==> src/rtl/sr_req_arbiter_pkg.sv <==
// Shared types and widths for the push-button SET/RESET arbiter.
package sr_req_arbiter_pkg;

    typedef enum logic [1:0] {
        IDLE    = 2'd0,
        GRANT_S = 2'd1,
        GRANT_R = 2'd2
    } arb_state_e;

    localparam int unsigned DEB_W  = 8;
    localparam int unsigned HOLD_W = 4;

endpackage

==> src/rtl/sr_req_arbiter_if.sv <==
// Button inputs and flip-flop drive signals of the SET/RESET arbiter.
interface sr_req_arbiter_if;

    logic BUT_SET_N;
    logic BUT_RST_N;
    logic CLK_SLOW;
    logic SET;
    logic RESET;
    logic STATE;
    logic BUSY;
    logic CONFLICT;

    modport master (
        output BUT_SET_N, BUT_RST_N,
        input  CLK_SLOW, SET, RESET, STATE, BUSY, CONFLICT
    );

    modport slave (
        input  BUT_SET_N, BUT_RST_N,
        output CLK_SLOW, SET, RESET, STATE, BUSY, CONFLICT
    );

endinterface

==> src/rtl/sr_req_arbiter_btn_debounce.sv <==
// Two-flop synchronizer, tick-based debounce counter and one-shot pending flag
// for a single active-low button.
module btn_debounce
    import sr_req_arbiter_pkg::*;
#(
    parameter int unsigned DEB_TICKS = 16
) (
    input  logic clk,
    input  logic rst_n,
    input  logic btn_n,
    input  logic tick,
    input  logic clr,
    output logic pend,
    output logic qual
);

    logic [1:0]       sync;
    logic [DEB_W-1:0] cnt;
    logic             pressed;

    always_ff @(posedge clk or negedge rst_n) begin
        if (!rst_n) sync <= '1;
        else        sync <= {sync[0], btn_n};
    end

    always_comb begin
        pressed = ~sync[1];
        qual    = pressed & tick & (cnt == DEB_W'(DEB_TICKS - 1));
    end

    // Saturating at DEB_TICKS keeps qual from firing again until release.
    always_ff @(posedge clk or negedge rst_n) begin
        if (!rst_n)                                 cnt <= '0;
        else if (!pressed)                          cnt <= '0;
        else if (tick && cnt != DEB_W'(DEB_TICKS))  cnt <= cnt + DEB_W'(1);
    end

    always_ff @(posedge clk or negedge rst_n) begin
        if (!rst_n)    pend <= 1'b0;
        else if (qual) pend <= 1'b1;
        else if (clr)  pend <= 1'b0;
    end

endmodule

==> src/rtl/sr_req_arbiter.sv <==
// Debounced, round-robin SET/RESET sequencer that also supplies the divided
// flip-flop clock; each grant is held for HOLD_TICKS slow ticks.
module sr_req_arbiter
    import sr_req_arbiter_pkg::*;
#(
    parameter int unsigned DIV_W      = 12,
    parameter int unsigned DEB_TICKS  = 16,
    parameter int unsigned HOLD_TICKS = 2
) (
    input  logic              CLK,
    input  logic              RST_N,
    sr_req_arbiter_if.slave   bus
);

    logic [DIV_W-1:0]  div_cnt;
    logic              tick;
    logic              pend_s, pend_r, qual_s, qual_r;
    logic              clr_s, clr_r;
    arb_state_e        state_q, state_d;
    logic [HOLD_W-1:0] hold_q, hold_d;
    logic              shadow_q, shadow_d;
    logic              last_r_q, last_r_d;
    logic              conflict_q;
    logic              pick_s;
    logic              hold_done;

    always_ff @(posedge CLK or negedge RST_N) begin
        if (!RST_N) div_cnt <= '0;
        else        div_cnt <= div_cnt + DIV_W'(1);
    end

    always_comb tick = &div_cnt;

    btn_debounce #(.DEB_TICKS(DEB_TICKS)) u_deb_set (
        .clk   (CLK),
        .rst_n (RST_N),
        .btn_n (bus.BUT_SET_N),
        .tick  (tick),
        .clr   (clr_s),
        .pend  (pend_s),
        .qual  (qual_s)
    );

    btn_debounce #(.DEB_TICKS(DEB_TICKS)) u_deb_rst (
        .clk   (CLK),
        .rst_n (RST_N),
        .btn_n (bus.BUT_RST_N),
        .tick  (tick),
        .clr   (clr_r),
        .pend  (pend_r),
        .qual  (qual_r)
    );

    // last_r resets to 1 so SET wins the first simultaneous request.
    always_ff @(posedge CLK or negedge RST_N) begin
        if (!RST_N) begin
            state_q    <= IDLE;
            hold_q     <= '0;
            shadow_q   <= 1'b0;
            last_r_q   <= 1'b1;
            conflict_q <= 1'b0;
        end else begin
            state_q    <= state_d;
            hold_q     <= hold_d;
            shadow_q   <= shadow_d;
            last_r_q   <= last_r_d;
            conflict_q <= qual_s & qual_r;
        end
    end

    // A request matching the shadow state is consumed without a grant.
    always_comb begin
        state_d   = state_q;
        hold_d    = hold_q;
        shadow_d  = shadow_q;
        last_r_d  = last_r_q;
        clr_s     = 1'b0;
        clr_r     = 1'b0;
        pick_s    = pend_s & (~pend_r | last_r_q);
        hold_done = tick & (hold_q == HOLD_W'(HOLD_TICKS - 1));
        unique case (state_q)
            IDLE: begin
                if (pick_s) begin
                    clr_s = 1'b1;
                    if (!shadow_q) state_d = GRANT_S;
                end else if (pend_r) begin
                    clr_r = 1'b1;
                    if (shadow_q) state_d = GRANT_R;
                end
            end
            GRANT_S, GRANT_R: begin
                if (hold_done) begin
                    state_d  = IDLE;
                    hold_d   = '0;
                    shadow_d = (state_q == GRANT_S);
                    last_r_d = (state_q == GRANT_R);
                end else if (tick) begin
                    hold_d = hold_q + HOLD_W'(1);
                end
            end
            default: state_d = IDLE;
        endcase
    end

    assign bus.CLK_SLOW = div_cnt[DIV_W-1];
    assign bus.SET      = (state_q == GRANT_S);
    assign bus.RESET    = (state_q == GRANT_R);
    assign bus.STATE    = shadow_q;
    assign bus.BUSY     = (state_q != IDLE);
    assign bus.CONFLICT = conflict_q;

endmodule

==> src/flat_wrapper.sv <==
// flat-port wrapper written by rule: the top's interface ports become plain ports
module sr_req_arbiter_flat import sr_req_arbiter_pkg::*;
#(
    parameter int unsigned DIV_W      = 12,
    parameter int unsigned DEB_TICKS  = 16,
    parameter int unsigned HOLD_TICKS = 2
)
  (CLK, RST_N, bus_BUT_SET_N, bus_BUT_RST_N, bus_CLK_SLOW, bus_SET, bus_RESET, bus_STATE, bus_BUSY, bus_CONFLICT);
  sr_req_arbiter_if bus_i ();
  input  logic CLK;
  input  logic RST_N;
  input wire logic [$bits(bus_i.BUT_SET_N)-1:0] bus_BUT_SET_N;
  input wire logic [$bits(bus_i.BUT_RST_N)-1:0] bus_BUT_RST_N;
  output wire logic [$bits(bus_i.CLK_SLOW)-1:0] bus_CLK_SLOW;
  output wire logic [$bits(bus_i.SET)-1:0] bus_SET;
  output wire logic [$bits(bus_i.RESET)-1:0] bus_RESET;
  output wire logic [$bits(bus_i.STATE)-1:0] bus_STATE;
  output wire logic [$bits(bus_i.BUSY)-1:0] bus_BUSY;
  output wire logic [$bits(bus_i.CONFLICT)-1:0] bus_CONFLICT;
  assign bus_i.BUT_SET_N = bus_BUT_SET_N;
  assign bus_i.BUT_RST_N = bus_BUT_RST_N;
  assign bus_CLK_SLOW = bus_i.CLK_SLOW;
  assign bus_SET = bus_i.SET;
  assign bus_RESET = bus_i.RESET;
  assign bus_STATE = bus_i.STATE;
  assign bus_BUSY = bus_i.BUSY;
  assign bus_CONFLICT = bus_i.CONFLICT;
  sr_req_arbiter #(.DIV_W(DIV_W), .DEB_TICKS(DEB_TICKS), .HOLD_TICKS(HOLD_TICKS)) u_core (.CLK(CLK), .RST_N(RST_N), .bus(bus_i));
endmodule
==> config.mk <==
export PLATFORM = sky130hd
export DESIGN_NAME = sr_req_arbiter_flat
export DESIGN_NICKNAME = d
export VERILOG_FILES = /design/src/rtl/sr_req_arbiter_pkg.sv /design/src/rtl/sr_req_arbiter_if.sv /design/src/rtl/sr_req_arbiter_btn_debounce.sv /design/src/rtl/sr_req_arbiter.sv /design/src/flat_wrapper.sv
export SDC_FILE = /design/constraint.sdc
export NUM_CORES = 1
export LEC_CHECK = 0
export CORE_MARGIN = 1
export CORE_UTILIZATION = 30
export CTS_BUF_LIST = sky130_fd_sc_hd__clkbuf_4 sky130_fd_sc_hd__clkbuf_8
export DETAILED_ROUTE_END_ITERATION = 8
export GPL_TIMING_DRIVEN = 0
export PLACE_DENSITY = 0.49
export SYNTH_ARGS = -nofsm -noshare
export SYNTH_HDL_FRONTEND = slang
export SYNTH_SLANG_ARGS = --single-unit
==> constraint.sdc <==
create_clock -name CLK -period 3.5 [get_ports CLK]
set_clock_uncertainty 0.1 [all_clocks]
set_input_delay 0.7 -clock CLK [delete_from_list [all_inputs] [get_ports CLK]]
set_output_delay 0.7 -clock CLK [all_outputs]
set_load 0.03 [all_outputs]
==> flow_summary_export.csv, run 1 <==
group,metric,value,unit
outcome,outcome,"completed",
finish,final_area,0.002466,mm²
routing,wl,3729,µm
routing,firstDrtPassIters,5,
timing,rsz0062_at_grt,"false",
clock_tree,cts_buffers,5,
yosys,syn_avg_cell_area,10.46,µm²
finish,regArea,0.001082,mm²
timing,hold_viol_final,0,
timing,fmax,396.1,MHz
timing,slew_headroom,0.5391,
setup_path,cp_max_fo,4,
timing,setup_tns,0,ps
clock_tree,cts_setup_buffers,0,
placement,place_ws,1275,ps
global_route,grt_overflow,0,
yosys,synth-compound-area-share,0.08168,
finish,drive_above_1_share,0.1300,
die,rows,30,
setup_path,crit_chain,"inv_1 -> ha_1 -> inv_1 -> clkdlybuf4s50_1",
finish,fillers,709,
die,die_x,86.55,µm
die,start_util,0.3139,
placement,io_buffers,9,
yosys,synth_xor_area_frac,0.04901,
setup_path,cp.required,2700,ps
timing,hold_ws,257.8,ps
timing,setup_violations,0,
die,io_pins,10,
yosys,ys_seq_area_frac,0.5047,
yosys,syn_nets,219,
yosys,yosysUniqueCellTypes,37,
timing,period_share,0.7213,
setup_path,cp-end-kind,"output port",
routing,ant_nets,0,
run,max_cap_violations,0,
setup_path,critPathMaxStageDelay,670,ps
finish,multi_input_area,975.9,µm²
pwr,ir_worst_vdd,0.1414,mV
finish,final_cell_mix,"38 x dfrtp_1, 16 x inv_1, 14 x nor2_1",
die,die_h,86.55,µm
yosys,synthSimpleGateAreaFrac,0.2135,
clock_tree,ctsResizeCount,0,
timing,worstMarginPinSlew,685.0,ps
pwr,power_density,338.5,mW/mm²
yosys,ys_ff_latch,43,
clock_tree,numClockSinks,43,
global_route,grt_pass1_vias,1424,
setup_path,path_common_cell,"inv_1",
clock_tree,clk_pin_slew,80,ps
yosys,syn-cell-area,0.002145,mm²
timing,drv_slew,0,
yosys,synth.area.top_cells,"dfrtp_1 44%, dfstp_2 6.1%, ha_1 5.8%",
global_route,antenna_found_initial,0,
yosys,synth_top_area_cell,"dfrtp_1",
yosys,synth_top_area_frac,0.4434,
die,coreArea,0.006832,mm²
finish,fin_nets,236,
setup_path,worst_ep_arrival_time,1720,ps
clock_tree,cts_buffer_depth,2,
yosys,synthAdderAreaFrac,0.05834,
routing,drcViolationCount,0,
placement,dpl_cell_area,0.002377,mm²
pwr,total_power,0.8347,mW
setup_path,start_kind,"flip-flop",
global_route,grt_max_degree,25,
finish,final_common_cell,"dfrtp_1",
setup_path,criticalPathCategory,"flip-flop to output port",
yosys,syn-instance-count,205,
routing,viasPerCell,4.655,
yosys,synth_mux_area_frac,0.05251,
clock_tree,cts_root_buf,"clkbuf_8",
placement,gp_congestion,0.7273,
finish,area_growth,14.99,%
finish,antennaDiodeCount,0,
timing,setup_slack,975.5,ps
routing,drtIter0Drc,61,
clock_tree,tritoncts,"built",
timing,fin_crit,2525,ps
die,die-area,0.007491,mm²
global_route,track_usage,0.1125,
routing,via_count,1485,
placement,place.detailed.hpwl,2690,µm
hold_path,hold_class,"flip-flop to flip-flop",
pwr,leakage,1.065,nW
yosys,ys_warn_count,0,
yosys,synth_top_family_by_area,"simple AND/OR/NAND/NOR gates",
clock_tree,clock_latency,290,ps
clock_tree,cts_hold_buf,0,
global_route,grt_pass1_wl,6679,µm
setup_path,crit_slowest_cell,"clkdlybuf4s50_1",
clock_tree,h-tree-depth,2,
routing,wl_per_cell,11.69,µm
-- worst paths after layout --
check                                          from  slack, ps                       end  cells after the start
max                               u_core.state_q[0]        980                  bus_BUSY                      4
min                        u_core.u_deb_rst.sync[0]        260  u_core.u_deb_rst.sync[1]                      0
max reg2reg                        u_core.hold_q[1]       1300         u_core.state_q[1]                      6
min in group asynchronous                     RST_N        310   u_core.u_deb_set.cnt[4]                      1
min reg2reg                u_core.u_deb_rst.sync[0]        260  u_core.u_deb_rst.sync[1]                      0
max in group asynchronous                     RST_N       2410           u_core.last_r_q                      2
-- cells in the mapped netlist, drive strengths merged --
master	count
a21boi	1
a21o	1
a21oi	10
a31oi	1
and3	3
and4	1
buf	1
clkbuf	4
dfrtp	38
dfstp	5
ha	10
inv	16
mux2	10
nand2	10
nand2b	1
nand3	14
nand3b	1
nand4	6
nor2	14
nor2b	6
nor3	3
nor3b	1
nor4	4
o211ai	1
o21ai	10
o31ai	5
o41ai	1
or3	6
or3b	1
or4	7
or4b	1
xnor2	7
xor2	5
-- worst max-delay path: cells and delay by family, from the launching register on --
family | cells | cell delay (ps)
buffers and inverters | 3 | 820
flip-flops | 1 | 380
adder cells (fa/ha/maj) | 1 | 240
-- cell type report --
cell class,count,share of cell area
inverter,16,0.02435
sequential,43,0.4389
timing repair buffer,10,0.04566
clock buffer,6,0.03095
clock inverter,2,0.005074
multi-input combinational,141,0.3957
tap,96,0.04871
buffer,5,0.01065
-- metrics by stage --
| step | util | std cells |
|---|---|---|
| floorplan | - | 205 |
| global placement | 0.3447 | 310 |
| detailed placement | 0.3480 | 311 |
| CTS | 0.3610 | 319 |
| global route | 0.3610 | 319 |
| finish | 0.3610 | 319 |
-- power breakdown --
group | internal (mW) | switching [mW]
combinational | 0.00682 | 0.0147
clock | 0.147 | 0.165
sequential | 0.501 | 0.000738
total | 0.655 | 0.180
-- flip-flops by register name, summed over array words and instances (netlist names) --
register	cells
u_core.bus.CONFLICT	1
u_core.bus.STATE	1
u_core.div_cnt	12
u_core.hold_q	4
u_core.last_r_q	1
u_core.state_q	2
u_core.u_deb_rst.cnt	8
u_core.u_deb_rst.pend	1
u_core.u_deb_rst.sync	2
u_core.u_deb_set.cnt	8
u_core.u_deb_set.pend	1
u_core.u_deb_set.sync	2
-- kinds of logic after synthesis --
group / count (synthesis)
XOR/XNOR: 12
multiplexers: 10
adder cells (fa/ha/maj): 10
AND/OR/NAND/NOR: 79
AO/OA/AOI/OAI: 30
flip-flops: 43
buffers and inverters: 21
-- per-layer routing --
metal	routed length (µm)	share of wire	global-route usage
met1	1957	0.52	0.1589
met2	1596	0.43	0.1710
met3	115	0.031	0.02571
met4	59	0.016	0.03636
met5	0	0	0
No activity file was read; power rests on OpenSTA's default activity.
==> run 2: changes to the inputs <==
clock period = 2.6 ns   (was 3.5 ns; I/O delays follow)
==> results of run 2 <==
Same layout as run 1 (identical final DEF). Status: completed.
Among the figures that moved: setup slack after placement 1275 ps -> 413.5 ps; setup slack after layout 975.5 ps -> 255.5 ps; hold slack 257.8 ps -> 129.6 ps; register-to-register setup slack 1300 ps -> 400 ps; total power 0.8347 mW -> 1.124 mW; worst IR drop on VDD 0.1414 mV -> 0.1904 mV
==> run 3: changes to the inputs <==
--- a/config.mk
+++ b/config.mk
@@ -9,4 +9,5 @@
 export CORE_UTILIZATION = 30
 export CTS_BUF_LIST = sky130_fd_sc_hd__clkbuf_4 sky130_fd_sc_hd__clkbuf_8
+export CTS_CLUSTER_DIAMETER = 40
 export DETAILED_ROUTE_END_ITERATION = 8
 export GPL_TIMING_DRIVEN = 0
==> constraint.sdc (replaced) <==
create_clock -name CLK -period 2.6 [get_ports CLK]
set_clock_uncertainty 0.1 [all_clocks]
set_input_delay 0.26 -clock CLK [delete_from_list [all_inputs] [get_ports CLK]]
set_output_delay 0.26 -clock CLK [all_outputs]
set_load 0.03 [all_outputs]
==> run 3 against run 2 <==
Largest cell class unchanged. Via count is 0.54% higher. Critical path depth is 2 higher. Sequential share of layout area is 0.18 points lower.
==> flow_summary_export.csv, run 3 (synthesis results as in run 1) <==
group,metric,value,unit
die,die_h,86.55,µm
finish,final_common_cell,"dfrtp_1",
pwr,power_density,454.1,mW/mm²
timing,hold_viol_final,0,
setup_path,path_buf_inv,1,
setup_path,crit_chain,"inv_1 -> ha_1 -> or3b_2 -> o41ai_1 -> nand2_1 -> o31ai_1",
global_route,grt_max_degree,25,
placement,place.detailed.hpwl,2690,µm
routing,wl_per_cell,11.67,µm
global_route,antenna_found_initial,0,
timing,fin_crit,2195,ps
die,die_x,86.55,µm
setup_path,start_kind,"flip-flop",
hold_path,hold_class,"flip-flop to flip-flop",
routing,viasPerCell,4.666,
clock_tree,cts_buffer_depth,2,
die,rows,30,
die,io_pins,10,
placement,io_buffers,9,
setup_path,cp.required,2700,ps
finish,top_regs,"u_core.div_cnt: 12 flops, u_core.u_deb_rst.cnt: 8 flops, u_core.u_deb_set.cnt: 8 flops",
timing,setup_slack,404.6,ps
timing,worstMarginPinSlew,668.2,ps
clock_tree,tritoncts,"built",
finish,largest-register,"u_core.div_cnt",
clock_tree,cts_root_buf,"clkbuf_8",
setup_path,worst_path_dominant_cell_family,"compound AO/OA/AOI/OAI gates",
die,coreArea,0.006832,mm²
placement,dp_cells,311,
setup_path,worst_ep_arrival_time,2290,ps
finish,drive_above_1_share,0.1295,
timing,fmax,455.5,MHz
global_route,grt_overflow,0,
global_route,track_usage,0.1127,
timing,setup_violations,0,
clock_tree,numClockSinks,43,
finish,multi_input_area,975.9,µm²
finish,fillers,710,
routing,wl,3734,µm
finish,final_cell_mix,"38 x dfrtp_1, 16 x inv_1, 14 x nor2_1",
routing,via_count,1493,
timing,period_share,0.8444,
clock_tree,cts_buffers,5,
clock_tree,h-tree-depth,2,
run,max_cap_violations,0,
timing,drv_slew,0,
pwr,leakage,1.069,nW
clock_tree,clk_pin_slew,80,ps
setup_path,cp_max_fo,4,
clock_tree,cts_setup_buffers,0,
finish,regArea,0.001082,mm²
finish,antennaDiodeCount,0,
global_route,grt_pass1_wl,6693,µm
outcome,outcome,"completed",
routing,drtIter0Drc,80,
pwr,ir_worst_vdd,0.1904,mV
routing,ant_nets,0,
finish,largest_reg_flops,12,
placement,gp_congestion,0.7273,
clock_tree,ctsResizeCount,0,
die,start_util,0.3139,
placement,place_ws,413.5,ps
timing,rsz0062_at_grt,"false",
setup_path,crit_slowest_cell,"o41ai_1",
routing,firstDrtPassIters,6,
routing,drcViolationCount,0,
setup_path,cp-end-kind,"flip-flop",
finish,final_cells,320,
global_route,grt_pass1_vias,1427,
timing,slew_headroom,0.5487,
clock_tree,clock_latency,290,ps
die,die-area,0.007491,mm²
setup_path,criticalPathCategory,"flip-flop to flip-flop",
setup_path,critPathMaxStageDelay,570,ps
finish,area_growth,15.46,%
finish,fin_nets,237,
-- run 3: cell count changes in the layout (fill, tap and decap cells not counted), sizes merged --
cell | before | now
dlygate4sd3 | 0 | 1
-- run 3: cell type report --
cell class | instances | area share
buffer | 5 | 0.01061
clock buffer | 6 | 0.03082
clock inverter | 2 | 0.005053
inverter | 16 | 0.02425
multi-input combinational | 141 | 0.3941
sequential | 43 | 0.4371
tap | 96 | 0.04851
timing repair buffer | 11 | 0.04952
-- run 3: path summary, 6_finish.rpt --
| kind | slack (ps) | startpoint | endpoint | cells past startpoint |
|---|---|---|---|---|
| setup reg to reg | 400 | u_core.hold_q[1] | u_core.state_q[1] | 6 |
| setup / recovery | 400 | u_core.hold_q[1] | u_core.state_q[1] | 6 |
| hold / removal | 260 | u_core.u_deb_rst.sync[0] | u_core.u_deb_rst.sync[1] | 0 |
| min in group asynchronous | 410 | RST_N | u_core.u_deb_set.cnt[4] | 2 |
| hold reg to reg | 260 | u_core.u_deb_rst.sync[0] | u_core.u_deb_rst.sync[1] | 0 |
| max in group asynchronous | 1410 | RST_N | u_core.last_r_q | 3 |
-- run 3: what timing repair did --
action,4_1_cts,5_1_grt
setup endpoints to repair,0,0
hold buffers,1,0
endpoints found under the hold margin,19,0
-- run 3: through the flow --
step / utilization / TNS, ps / power, mW / hold slack (ps) / instance area [µm²]
3_3_place_gp: 0.3447 / -4952 / 0.7147 / 245.5 / 2355
5_1_grt: 0.3625 / 0 / 1.170 / 259.8 / 2476
6_report: 0.3625 / 0 / 1.124 / 257.8 / 2476
2_1_floorplan: - / 0 / 0.6936 / -135.6 / 2145
3_5_place_dp: 0.3480 / 0 / 0.7187 / 211.0 / 2377
4_1_cts: 0.3625 / 0 / 1.148 / 259.7 / 2476
-- run 3: power by group --
part | internal, mW | total [mW] | leakage [nW] | switching [mW]
Combinational | 0.0102 | 0.0301 | 0.456 | 0.0199
Clock | 0.198 | 0.420 | 0.0446 | 0.221
Sequential | 0.674 | 0.675 | 0.569 | 0.000993
Total | 0.882 | 1.12 | 1.07 | 0.242
-- run 3: metal layers --
layer  up-vias  GRT usage  wire, µm
met1       710     0.1595      1959
met3         5    0.02571       109
met2        21     0.1710      1604
li1        757          -         -
met5         -          0         0
met4         0    0.03636        59
